===== src/rtl/fifo_arb_pkg.sv =====
// Shared definitions for the FIFO write-port arbiter: state encoding and
// the ceil-log2 helper used to size the owner index and burst counter.
package fifo_arb_pkg;

  typedef enum logic {
    IDLE  = 1'b0,
    BURST = 1'b1
  } arb_state_t;

  // Ceil(log2(value)); callers always pass value >= 2.
  function automatic int unsigned clog2(input int unsigned value);
    int unsigned result;
    result = 0;
    while ((64'd1 << result) < 64'(value)) begin
      result = result + 1;
    end
    return result;
  endfunction

endpackage


===== src/rtl/rr_pick.sv =====
// Combinational round-robin picker: returns the first set request found by
// searching cyclically from last+1, so the index 'last' has lowest priority.
module rr_pick
  import fifo_arb_pkg::*;
#(
  parameter int unsigned NREQ = 4,
  parameter int unsigned ID_W = clog2(NREQ)
) (
  input  logic [NREQ-1:0] req,
  input  logic [ID_W-1:0] last,
  output logic            valid,
  output logic [ID_W-1:0] idx
);

  logic [ID_W-1:0] cand;

  // Walk from the farthest distance to the nearest so the nearest hit wins.
  always_comb begin
    valid = 1'b0;
    idx   = '0;
    cand  = '0;
    for (int d = int'(NREQ); d >= 1; d--) begin
      cand = ID_W'((int'(last) + d) % int'(NREQ));
      if (req[cand]) begin
        valid = 1'b1;
        idx   = cand;
      end
    end
  end

endmodule


===== src/rtl/fifo_wr_arbiter.sv =====
// Round-robin arbiter sharing one FIFO write port among NREQ producers.
// A granted producer writes up to max_burst words; stalls on fifo_full;
// release re-arbitrates in the same cycle so owners hand over without a bubble.
module fifo_wr_arbiter
  import fifo_arb_pkg::*;
#(
  parameter  int unsigned NREQ      = 4,
  parameter  int unsigned dat_width = 8,
  parameter  int unsigned max_burst = 4,
  localparam int unsigned ID_W      = clog2(NREQ),
  localparam int unsigned CNT_W     = clog2(max_burst + 1)
) (
  input  logic                      clk,
  input  logic                      reset,
  input  logic [NREQ-1:0]           req,
  input  logic [NREQ*dat_width-1:0] req_data,
  output logic [NREQ-1:0]           ack,
  input  logic                      fifo_full,
  output logic                      fifo_wr,
  output logic [dat_width-1:0]      fifo_data,
  output logic [ID_W-1:0]           owner,
  output logic                      busy
);

  arb_state_t       state;
  logic [ID_W-1:0]  last_owner;
  logic [CNT_W-1:0] burst_cnt;

  logic             pick_valid;
  logic [ID_W-1:0]  pick_idx;
  logic [ID_W-1:0]  pick_last;
  logic             last_word;
  logic             release_grant;

  // In IDLE search after the previous owner; on release search after the
  // current owner, which becomes last_owner in the same edge.
  assign pick_last = (state == BURST) ? owner : last_owner;

  rr_pick #(
    .NREQ (NREQ),
    .ID_W (ID_W)
  ) u_pick (
    .req   (req),
    .last  (pick_last),
    .valid (pick_valid),
    .idx   (pick_idx)
  );

  // Write strobe is combinational so reset and fifo_full take effect at once.
  assign fifo_wr       = (state == BURST) & req[owner] & ~fifo_full;
  assign ack           = fifo_wr ? (NREQ'(1) << owner) : '0;
  assign fifo_data     = req_data[owner*dat_width +: dat_width];
  assign busy          = (state == BURST);
  assign last_word     = (burst_cnt == CNT_W'(max_burst - 1));
  assign release_grant = ~req[owner] | (fifo_wr & last_word);

  // Grant state machine: idle arbitration, burst counting and release.
  always_ff @(posedge clk or posedge reset) begin
    if (reset) begin
      state      <= IDLE;
      owner      <= '0;
      last_owner <= ID_W'(NREQ - 1);
      burst_cnt  <= '0;
    end else begin
      case (state)
        IDLE: begin
          if (pick_valid) begin
            state     <= BURST;
            owner     <= pick_idx;
            burst_cnt <= '0;
          end
        end
        BURST: begin
          if (release_grant) begin
            last_owner <= owner;
            burst_cnt  <= '0;
            if (pick_valid) begin
              owner <= pick_idx;
            end else begin
              state <= IDLE;
            end
          end else if (fifo_wr) begin
            burst_cnt <= burst_cnt + CNT_W'(1);
          end
        end
      endcase
    end
  end

endmodule


===== config.mk =====
export PLATFORM = sky130hd
export DESIGN_NAME = fifo_wr_arbiter
export DESIGN_NICKNAME = d
export VERILOG_FILES = /design/src/rtl/fifo_arb_pkg.sv /design/src/rtl/rr_pick.sv /design/src/rtl/fifo_wr_arbiter.sv
export SDC_FILE = /design/constraint.sdc
export NUM_CORES = 1
export LEC_CHECK = 0
export CAP_MARGIN = 20
export CORE_MARGIN = 2
export CORE_UTILIZATION = 30
export DETAILED_ROUTE_END_ITERATION = 12
export PLACE_DENSITY = 0.71
export SYNTH_ARGS = -nofsm -noshare
export SYNTH_HDL_FRONTEND = slang
export SYNTH_HIERARCHICAL = 1
export SYNTH_SLANG_ARGS = --single-unit

===== constraint.sdc =====
create_clock -name clk -period 1.8 [get_ports clk]
set_input_delay 0.36 -clock clk [delete_from_list [all_inputs] [get_ports clk]]
set_output_delay 0.36 -clock clk [all_outputs]
set_load 0.1 [all_outputs]

# Word level (Yosys, flattened, before mapping)
# Cells that the tools add are included.
# word_totals
reg_bits	8
latchBits	0
ramBits	0
romBits	0
inputBits	39
memories	0
# classes
addsub	5
multipliers	0
n_div	0
n_lt_le_gt_ge	5
n_eq_ne	4
shift	2
muxes	30
bitwise_logic	7
reduce_logical	2
# op_table
op	n
variable part select 32 x 6 -> 8 bit	1
< comparator 2 x 3 -> 1 bit (second input constant)	5
2-to-1 mux 2 bit	7
2-to-1 mux 1 bit	11
binary-select mux 1 bit (select 2 bit)	5
2-to-1 mux 3 bit	3
one-hot mux 3 bit (2 select lines)	1
adder 2 x 1 -> 2 bit (second input constant)	2
adder 2 bit (second input constant)	2
2-to-1 mux 4 bit	1
one-hot mux 2 bit (2 select lines)	1
AND reduction 2 bit	2
left shift 1 x 2 -> 4 bit (first input constant)	1
adder 3 x 1 -> 3 bit (second input constant)	1
bitwise AND 1 bit	3
equality test 3 x 2 -> 1 bit (second input constant)	1
inequality test 3 x 2 -> 1 bit (second input constant)	1
inverter 1 bit	3
inequality test 2 x 1 -> 1 bit (second input constant)	1
inequality test 2 bit (second input constant)	1
one-hot mux 1 bit (2 select lines)	1
bitwise OR 1 bit	1

# Logic depth before layout (Yosys ltp)
# depth
depth_word	11
depth_mapped	7
depth_no_buf	6

# Hierarchy
# Netlist, hierarchy kept.
# by_module_without_submodules
mod	n_inst	cells_each	area_each_um2	seq_area_each_um2
fifo_wr_arbiter	1	63	709.4	202.7
rr_pick	1	14	91.3	0.0

# Least setup slack after synthesis
# No wires, ideal clock.
# synth_path
path_type	register to output
start	register owner[0]
end	output port ack[1]
arrival_ps	4659
t_required_ps	1440
slack_ps	-3219
path_stages_with_launch	4
path_buffers	2
path_cell_list	dfrtp_1 > buf_6 > clkbuf_1 > nor4b_1
# synth_via
elab_chain_cells	5
word_cells_on_any_way	6
classes_between	shift (1); mux (3); bitwise (2)
# synth_rtl
element	line_no	rtl
start, declared	fifo_wr_arbiter.sv:21	output logic [ID_W-1:0] owner,
start signal, assigned	fifo_wr_arbiter.sv:69	owner <= pick_idx;
start signal, assigned	fifo_wr_arbiter.sv:78	owner <= pick_idx;
binary-select mux 1 bit (select 2 bit)	fifo_wr_arbiter.sv:50	assign fifo_wr = (state == BURST) & req[owner] & ~fifo_full;
2-to-1 mux 1 bit (implied by the code)	fifo_wr_arbiter.sv:50	
bitwise AND 1 bit (2 in a row)	fifo_wr_arbiter.sv:50	
2-to-1 mux 4 bit *	fifo_wr_arbiter.sv:51	assign ack = fifo_wr ? (NREQ'(1) << owner) : '0;
end, declared	fifo_wr_arbiter.sv:17	output logic [NREQ-1:0] ack,
# Every way passes the cells marked *; elsewhere a longest branch is shown, timed or not. The select of a mux whose other input is x is not followed.

# Final worst setup path
# layout_path
start	register owner[0]
end	output port fifo_data[1]
# layout_via
elab_chain_cells	1
# layout_rtl
element	line_no	rtl
variable part select 32 x 6 -> 8 bit	fifo_wr_arbiter.sv:52	assign fifo_data = req_data[owner*dat_width +: dat_width];
end, declared	fifo_wr_arbiter.sv:20	output logic [dat_width-1:0] fifo_data,
# Every way passes these cells.

==> out/results.ini <==
[clock_network]
clock_path_buffers = 2
clkTransAtPathRegs_ns = 0.06
clk_latency_ns = 0.25
htree_levels = 1
cts_sinks = 8
cts_hold_buf = 0
cts-root-buf = clkbuf_4
cts_tree = built
numCtsBuffers = 3

[cells_and_area]
drive_gt1_share_pct = 50.6
fill_cells = 170
fin_nets = 198
antenna_cells = 0
final_cell_mix = 35 x clkdlybuf4s50_1, 22 x buf_4, 19 x buf_12, 8 x mux4_2
syn_to_final_growth_pct = 137
final_common_cell = clkdlybuf4s50_1

[placed_design]
post-place-ws_ns = -0.216
dpl.hpwl_um = 2330
place.gp.congestion = 0.782
io_buffers = 54

[drt]
avgRoutedWirePerCell_um = 15.6
firstDrtPassIters = 4
drcViolationCount = 0
drtIter0Drc = 26
wirelength_um = 2890
vias = 940
avgViaCountPerCell = 5.05
ant_nets = 0

[timing]
hold_violations = 0
rsz0062_at_grt = true
setup_violations = 15
timing.final.crit_share_pct = 110
relSlewSlack_pct = 69.4
skew_ns = 0.00608
fin_ws_ns = -0.172
fmax_ghz = 0.507
slew_viol_final = 0
worst_slew_pin_slew_ns = 0.458
period_minus_slack_ns = 1.97

[setup_path]
critPathMaxFanout = 6
cpMostUsedCell = buf_12
crit_chain = buf_12 -> mux4_2 -> buf_12
critPathSlowestCell = mux4_2
cp.required_ns = 1.44
worst_setup_path_end_kind = output port
crit_path_max_incr_delay_ns = 0.53
cp-start-kind = register
rr_endpoint = owner[1]
worst-r2r-setup-slack_ns = -0.13
reg2regPathDepth = 6
regToRegStartpoint = owner[0]
critPathArrivalTime_ns = 1.61
crit_type = reg -> out

[floorplanning]
die_w_um = 55.7
core_um2 = 2500
die_area_um2 = 3100
die_h_um = 55.7
fp-row-count = 18
initial_core_util_pct = 32.0
pin_count = 55

[pwr]
p_per_area_nw_per_um2 = 1970
ir_drop_v = 0.00203
p_leak_nw = 0.800
power_mw = 3.75

[yosys]
syn_inst = 77
syn-cell-area_um2 = 801
synth_ff_type = dfrtp_1
synth_seq_cells = 8
yosysWarnings = 6
seq_area_frac_synth_pct = 25.3
synth_area_per_cell_um2 = 10.4
async_flop_share_pct = 100
synth-edff-count = 0
yosysUniqueCellTypes = 35
syn_nets = 118

[run_status]
failed_checks = negative setup slack
status = complete, but fails checks

[grt]
grt_first_pass_wirelength_um = 4470
overflow = 0
grt_use_total_pct = 18.1
antenna_found_initial = 0
grt_pass1_vias = 912
grt_max_degree = 13

[worst_hold_path]
hp-class = in -> async

[run]
cap_violations = 0

Yosys cell counts (all sizes together), types with 2 or more instances:
master / n / area share (%)
a21oi: 3 / 2.3
clkbuf: 4 / 1.9
dfrtp: 6 / 19
dfstp: 2 / 6.6
ha: 2 / 3.1
inv: 5 / 2.3
mux2: 5 / 7.5
mux2i: 3 / 4.2
mux4: 8 / 22
nand2: 5 / 2.3
nand2b: 6 / 4.7
nand3b: 2 / 1.9
nor2: 5 / 2.3
nor4: 2 / 1.6
o21ai: 2 / 1.2
o221ai: 2 / 3.0
o31ai: 2 / 1.9
or2: 2 / 1.6
repair_timing:
| item | 4_1_cts | 5_1_grt |
|---|---|---|
| buffers inserted | 4 | 6 |
| pin swaps | 1 | 5 |
| endpoints found under the setup margin | 13 | 17 |
| resized for setup | 7 | 8 |
worst max-delay path: cells and delay by family, from the launching register on:
family | cells | cell delay (ns)
multiplexers | 1 | 0.53
flip-flops | 1 | 0.50
buffers and inverters | 2 | 0.33
kinds of logic (layout without fill, tap and decap cells):
kind of cell	Yosys count	count (layout)	synth area share [%]
DFF	8	8	25.3
AOI/OAI and AO/OA	14	14	13.0
muxes	16	16	34.2
and+or+nand+nor	27	27	18.8
buffers and inverters	10	89	5.62
adders and majority gates	2	2	3.12
metrics by stage:
stage                     instances  util, %  area (µm²)  hold WS [ns]  TNS, ns
after floorplan                  77        -         937         0.174    -4.38
after global placement          172     69.1        1730         0.458    -1.26
after detailed placement        172     69.1        1730         0.472    -1.70
after CTS                       180     72.2        1810         0.349    -1.96
after global routing            186     76.0        1900         0.376    -3.07
final                           186     76.0        1900         0.346    -2.12
metal layers:
metal | global-route usage [%] | routed length, µm | up-vias
met4 | 4.18 | 0 | 0
met2 | 31.5 | 1450 | 46
met5 | 0 | 0 | -
li1 | - | - | 447
met1 | 24.2 | 1260 | 447
met3 | 1.63 | 183 | 0
state kept, by name (all words and copies together) (netlist names):
register	cells
burst_cnt	3
last_owner	2
owner	2
busy	1
worst max-delay path by stage:
stage | startpoint | to | slack [ns] | cells past startpoint
3_3_place_gp | req[3] | fifo_wr | -0.17 | 5
4_1_cts | owner[0] | fifo_data[1] | -0.19 | 3
6_report | owner[0] | fifo_data[1] | -0.17 | 3
2_1_floorplan | owner[0] | ack[1] | -0.64 | 3
5_1_grt | owner[0] | fifo_data[1] | -0.23 | 3
3_5_place_dp | req[2] | fifo_wr | -0.22 | 5
where the power goes:
group	total [mW]	internal [mW]	switching, mW	leakage (nW)
combinational	3.22	1.44	1.78	0.693
clock	0.142	0.0845	0.0572	0.0150
sequential	0.386	0.283	0.103	0.0917
total	3.75	1.81	1.94	0.800
layout make-up:
| cell class | instances | area (µm²) | share of cell area [%] |
|---|---|---|---|
| tap | 30 | 37.5 | 1.97 |
| timing repair buffer | 80 | 937 | 49.3 |
| clock buffer | 4 | 26.3 | 1.38 |
| multi-input combinational | 59 | 667 | 35.1 |
| inverter | 5 | 18.8 | 0.987 |
| sequential | 8 | 214 | 11.3 |
Power figures use the tool's default switching activity.
